$ cat config.mk
export PLATFORM = sky130hd
export DESIGN_NAME = multdiv_ctrl
export DESIGN_NICKNAME = d
export VERILOG_FILES = /design/src/rtl/multdiv_pkg.sv /design/src/rtl/multdiv_ctrl_addsub_w.sv /design/src/rtl/multdiv_ctrl.sv
export SDC_FILE = /design/constraint.sdc
export NUM_CORES = 1
export LEC_CHECK = 0
export CAP_MARGIN = 15
export CORE_MARGIN = 2
export CORE_UTILIZATION = 40
export CTS_CLUSTER_DIAMETER = 50
export CTS_CLUSTER_SIZE = 16
export DETAILED_ROUTE_END_ITERATION = 7
export GPL_TIMING_DRIVEN = 0
export PLACE_DENSITY_LB_ADDON = 0.15
export SLEW_MARGIN = 25
export SYNTH_ARGS = -nofsm -noshare
export SYNTH_HDL_FRONTEND = slang
export SYNTH_SLANG_ARGS = --single-unit
$ cat constraint.sdc
create_clock -name clock -period 11.6 [get_ports clock]
set_clock_uncertainty 0.05 [all_clocks]
set_input_delay 2.32 -clock clock [delete_from_list [all_inputs] [get_ports clock]]
set_output_delay 2.32 -clock clock [all_outputs]
set_load 0.05 [all_outputs]
$ cat src/rtl/multdiv_pkg.sv
// Shared types and constants for the sequential multiply/divide unit.
// States, default operand width, the most-negative operand value and the iteration counter width.
package multdiv_pkg;

    typedef enum logic [1:0] {
        IDLE = 2'd0,
        MULT = 2'd1,
        DIV  = 2'd2,
        DONE = 2'd3
    } state_t;

    localparam int WIDTH_DEFAULT = 32;

    localparam logic [WIDTH_DEFAULT-1:0] INT_MIN = {1'b1, {(WIDTH_DEFAULT-1){1'b0}}};

    function automatic int cntWidth(input int width);
        return (width > 1) ? $clog2(width) : 1;
    endfunction

endpackage

$ cat src/rtl/multdiv_ctrl_addsub_w.sv
// WIDTH+1-bit adder/subtractor shared by multiply accumulate and divide trial-subtract; purely combinational.
// On subtract, carryOut = 1 means a >= b (no borrow); no handshake.
module addsub_w #(
    parameter int WIDTH = 32
) (
    input  logic [WIDTH:0] a,
    input  logic [WIDTH:0] b,
    input  logic           sub,
    output logic [WIDTH:0] sum,
    output logic           carryOut
);

    logic [WIDTH+1:0] full;

    assign full     = {1'b0, a} + {1'b0, (sub ? ~b : b)} + {{(WIDTH+1){1'b0}}, sub};
    assign sum      = full[WIDTH:0];
    assign carryOut = full[WIDTH+1];

endmodule

$ cat src/rtl/multdiv_ctrl.sv
// Sequential signed multiply / restoring divide, one iteration per clock; ready pulse WIDTH cycles after the start edge.
// No input handshake: the pipeline stalls on busy, and starts arriving while iterating are dropped, not queued.
module multdiv_ctrl
    import multdiv_pkg::*;
#(
    parameter int WIDTH = WIDTH_DEFAULT
) (
    input  logic             clock,
    input  logic             resetn,
    input  logic             ctrl_MULT,
    input  logic             ctrl_DIV,
    input  logic [WIDTH-1:0] data_operandA,
    input  logic [WIDTH-1:0] data_operandB,
    output logic [WIDTH-1:0] data_result,
    output logic             data_exception,
    output logic             data_resultRDY,
    output logic             busy
);

    localparam int            CW   = cntWidth(WIDTH);
    localparam logic [CW-1:0] LAST = CW'(WIDTH - 1);

    state_t           state, stateNext;
    logic [CW-1:0]    cnt;
    logic [WIDTH:0]   accHi;
    logic [WIDTH-1:0] accLo;
    logic [WIDTH-1:0] opnd;
    logic             negRes;

    logic             startAccept;
    logic [WIDTH-1:0] absA, absB;

    logic [WIDTH:0]   addA, addB, addSum;
    logic             addSub, addCout;
    logic [WIDTH:0]   shifted;
    logic [WIDTH:0]   hiNext;
    logic [WIDTH-1:0] loNext;

    logic [2*WIDTH-1:0] prodMag, prodSigned;
    logic [WIDTH:0]     prodTop;
    logic [WIDTH-1:0]   quotSigned;
    logic [WIDTH-1:0]   resFinal;
    logic               excFinal;

    assign startAccept = ((state == IDLE) || (state == DONE)) && (ctrl_MULT || ctrl_DIV);
    assign absA        = data_operandA[WIDTH-1] ? -data_operandA : data_operandA;
    assign absB        = data_operandB[WIDTH-1] ? -data_operandB : data_operandB;

    assign busy           = (state == MULT) || (state == DIV);
    assign data_resultRDY = (state == DONE);

    always_ff @(posedge clock or negedge resetn) begin
        if (!resetn) begin
            state <= IDLE;
        end else begin
            state <= stateNext;
        end
    end

    always_comb begin
        stateNext = state;
        case (state)
            IDLE, DONE: begin
                if (ctrl_MULT) begin
                    stateNext = MULT;
                end else if (ctrl_DIV) begin
                    stateNext = DIV;
                end else begin
                    stateNext = IDLE;
                end
            end
            MULT, DIV: begin
                if (cnt == LAST) begin
                    stateNext = DONE;
                end
            end
            default: stateNext = IDLE;
        endcase
    end

    // Divide shifts the next dividend bit into the remainder before the trial subtract.
    always_comb begin
        shifted = {accHi[WIDTH-1:0], accLo[WIDTH-1]};
        addA    = accHi;
        addB    = {1'b0, opnd};
        addSub  = 1'b0;
        if (state == DIV) begin
            addA   = shifted;
            addSub = 1'b1;
        end
    end

    addsub_w #(.WIDTH(WIDTH)) uAddSub (
        .a        (addA),
        .b        (addB),
        .sub      (addSub),
        .sum      (addSum),
        .carryOut (addCout)
    );

    always_comb begin
        hiNext = accHi;
        loNext = accLo;
        if (state == DIV) begin
            hiNext = addCout ? addSum : shifted;
            loNext = {accLo[WIDTH-2:0], addCout};
        end else begin
            hiNext = {1'b0, (accLo[0] ? addSum[WIDTH:1] : accHi[WIDTH:1])};
            loNext = {(accLo[0] ? addSum[0] : accHi[0]), accLo[WIDTH-1:1]};
        end
    end

    // Sign fix and exception on the final iteration's values, registered at DONE entry.
    always_comb begin
        prodMag    = {hiNext[WIDTH-1:0], loNext};
        prodSigned = negRes ? -prodMag : prodMag;
        prodTop    = prodSigned[2*WIDTH-1:WIDTH-1];
        quotSigned = negRes ? -loNext : loNext;
        resFinal   = prodSigned[WIDTH-1:0];
        excFinal   = !((&prodTop) || (prodTop == '0));
        if (state == DIV) begin
            if (opnd == '0) begin
                resFinal = '0;
                excFinal = 1'b1;
            end else begin
                resFinal = quotSigned;
                excFinal = loNext[WIDTH-1] & ~negRes;
            end
        end
    end

    always_ff @(posedge clock or negedge resetn) begin
        if (!resetn) begin
            cnt            <= '0;
            accHi          <= '0;
            accLo          <= '0;
            opnd           <= '0;
            negRes         <= 1'b0;
            data_result    <= '0;
            data_exception <= 1'b0;
        end else if (startAccept) begin
            cnt    <= '0;
            accHi  <= '0;
            negRes <= data_operandA[WIDTH-1] ^ data_operandB[WIDTH-1];
            if (ctrl_MULT) begin
                accLo <= absB;
                opnd  <= absA;
            end else begin
                accLo <= absA;
                opnd  <= absB;
            end
        end else if (busy) begin
            cnt   <= cnt + 1'b1;
            accHi <= hiNext;
            accLo <= loNext;
            if (cnt == LAST) begin
                data_result    <= resFinal;
                data_exception <= excFinal;
            end
        end
    end

endmodule

==> impl_metrics.py <==
metrics = {
    "run_status": {
        "status": "completed",
    },
    "finish": {
        "fin_area_um2": 16500,
        "diodes": 0,
        "final-instance-count-excl-fill": 2438,
        "drive_gt1_share_pct": 9.10,
        "final_nets": 2071,
        "area.growth.synth_to_final_pct": 15.3,
        "fillCellCount": 3630,
    },
    "sta": {
        "hold_viol": 0,
        "finalCritPeriodShare_pct": 96.9,
        "setup_viol": 0,
        "min_period_ns": 11.24,
        "relSlewSlack_pct": 23.9,
        "slew_violations": 0,
        "fmax_mhz": 89.0,
        "rsz0062_at_grt": "false",
        "worstMarginPinSlew_ns": 1.14,
    },
    "setup_path": {
        "critPathMaxFanout": 10,
        "crit_arrival_ns": 11.49,
        "crit_path_end": "data_exception",
        "rr_endpoint": "data_exception",
        "slowest_stage": "or4_4",
        "r2r_start": "state[0]",
        "critical_path_class": "reg2reg",
        "worstSetupStartpointType": "flip-flop",
        "reg2reg_setup_slack_ns": 0.36,
        "endpoint_kind": "flip-flop",
        "critPathRequiredTime_ns": 11.85,
        "worstRegToRegCells": 39,
        "slowest_delay_ns": 0.61,
        "critPathLaunch": "state[0]",
    },
    "synthesis": {
        "seq_area_frac_synth_pct": 24.2,
        "synth-main-ff-cell": "dfrtp_1",
        "synth.top_cells.by_count": "209 x nand2_1, 207 x o21ai_0, 139 x nor2_1",
        "synth_top_area_share_pct": 24.2,
        "syn_area_per_cell_um2": 7.74,
        "synth_most_common_cell": "nand2_1",
        "synth.area.top_cells": "dfrtp_1 24%, o21ai_0 7.3%, nand2_1 5.5%",
        "synth_area_um2": 14300,
        "synth_top_area_cell": "dfrtp_1",
        "yosysUniqueCellTypes": 105,
        "ys_ff_latch": 138,
        "synth_edf_count": 0,
        "synth.yosys.warnings": 0,
        "syn_nets": 1950,
        "syn_inst": 1843,
        "synth-async-reset-ratio_pct": 100,
    },
    "placement": {
        "portBuffers": 101,
        "hpwl_mm": 46.3,
        "post_dp_cell_area_um2": 15900,
        "placed_cells_incl_taps": 2406,
        "place_congestion": 0.954,
    },
    "routing": {
        "initialDrtViolationCount": 1383,
        "dr.pass1.iters": 6,
        "drc": 0,
        "wl_per_cell_um": 23.7,
        "routed_wl_mm": 57.8,
        "route.antenna.remaining_nets": 0,
        "viasPerCell": 6.27,
        "vias": 15300,
    },
    "grt": {
        "grt_first_pass_wirelength_mm": 87.0,
        "grt_max_degree": 76,
        "grt_pass1_vias": 14500,
        "grt_usage_pct": 31.1,
        "grt-ovfl-total": 0,
        "antenna_found_initial": 1,
    },
    "clocking": {
        "cts_max_level": 4,
        "clockBufferDepth": 2,
        "cts.reportedPaths.clkPinSlew_ns": 0.07,
        "root_buffer": "clkbuf_16",
        "postCtsSetupBuffers": 0,
        "insertion_delay_ns": 0.44,
        "cts_tree": "done",
        "holdBufCountCts": 0,
        "clock-sinks": 138,
        "cts_buffers": 17,
    },
    "die": {
        "ioPinCount": 103,
        "initial_core_util_pct": 40.3,
        "fp.dieH_um": 193,
        "fp-row-count": 69,
        "die_area_um2": 37200,
        "coreArea_um2": 35400,
        "chipWidth_um": 193,
    },
    "hold_path": {
        "hp-class": "reg2reg",
    },
    "job": {
        "maxCapViolations": 0,
    },
}
-- registers in the layout, summed over array words and instances, names as in the netlist --
register	flops
data_exception	1
negRes	1
opnd	32
accLo	32
state	2
accHi	33
data_result	32
cnt	5
-- critical path, delay by kind of cell (launching register included) --
kind                     cells  cell delay (ns)
flip-flops                   1             0.40
buffers and inverters       16             4.38
adder cells (fa/ha/maj)      3             0.76
AO/OA/AOI/OAI                8             1.30
XOR/XNOR                     1             0.42
AND/OR/NAND/NOR             11             3.73
-- cell families (layout without fill, tap and decap cells) --
kind of cell,count (synthesis),in the layout,synth area share (%)
mux,88,88,6.66
simple gates,674,674,23.9
compound gates,589,589,27.6
buf+inv,165,299,4.98
flops,138,138,24.2
fa+ha+maj,39,39,3.47
xor+xnor,150,150,9.20
-- stage by stage --
step	worst slack, ns	hold WS, ns	util (%)	TNS (ns)
global route	0.0703	0.468	46.5	0
detailed placement	-0.793	0.423	44.9	-0.793
finish	0.358	0.430	46.5	0
global placement	-0.867	0.421	44.8	-0.867
CTS	0.174	0.438	46.5	0
floorplan	2.58	0.400	-	0
-- placed cells by master, fill, tap and decap left out, types with 18 or more instances in the layout --
master and count:
mux2_2 50, clkdlybuf4s50_1 100, mux2i_1 36, or3_1 31, nor2_1 139, inv_1 27
nor3_1 59, nand3_1 68, o21ai_0 206, nand2_1 209, dfrtp_1 138, nand4_1 20
nor4_1 23, xnor2_1 68, clkbuf_1 85, nand2b_1 18, xor2_1 82, a221oi_1 28
a21o_1 22, a21oi_1 94, a211oi_1 20, o31ai_1 30, ha_1 38, o211ai_1 22
-- repair_timing --
action / CTS / global route
pin swaps: 0 / 0
setup endpoints to repair: 1 / 1
resized for setup: 6 / 9
-- routing by layer --
metal	global-route usage (%)	wire [um]	up-vias
li1	-	-	7102
met1	39.7	24400	7435
met2	51.2	26800	609
met3	4.71	3630	136
met4	15.1	2980	0
met5	0	0	-
-- area by class of cell --
| class | instances | area (um2) | area share [%] |
|---|---|---|---|
| multi-input combinational | 1540 | 10100 | 61.4 |
| timing repair buffer | 102 | 1040 | 6.34 |
| clock buffer | 18 | 429 | 2.61 |
| buffer | 135 | 618 | 3.75 |
| clock inverter | 14 | 114 | 0.692 |
| inverter | 30 | 113 | 0.684 |
| sequential | 138 | 3450 | 21.0 |
| tap | 461 | 577 | 3.50 |
-- how the worst min path moves through the flow --
stage	startpoint	end	cells after the start
final	data_result[9]	data_result[9]	2
after global routing	data_result[18]	data_result[18]	2
after CTS	data_result[9]	data_result[9]	2
after detailed placement	data_result[9]	data_result[9]	2
after global placement	data_result[25]	data_result[25]	2
after floorplan	cnt[3]	cnt[3]	1
Power is left out: the tool's default activity adds up to more than one toggle a clock period on the data nets, which glitch-free logic cannot reach.
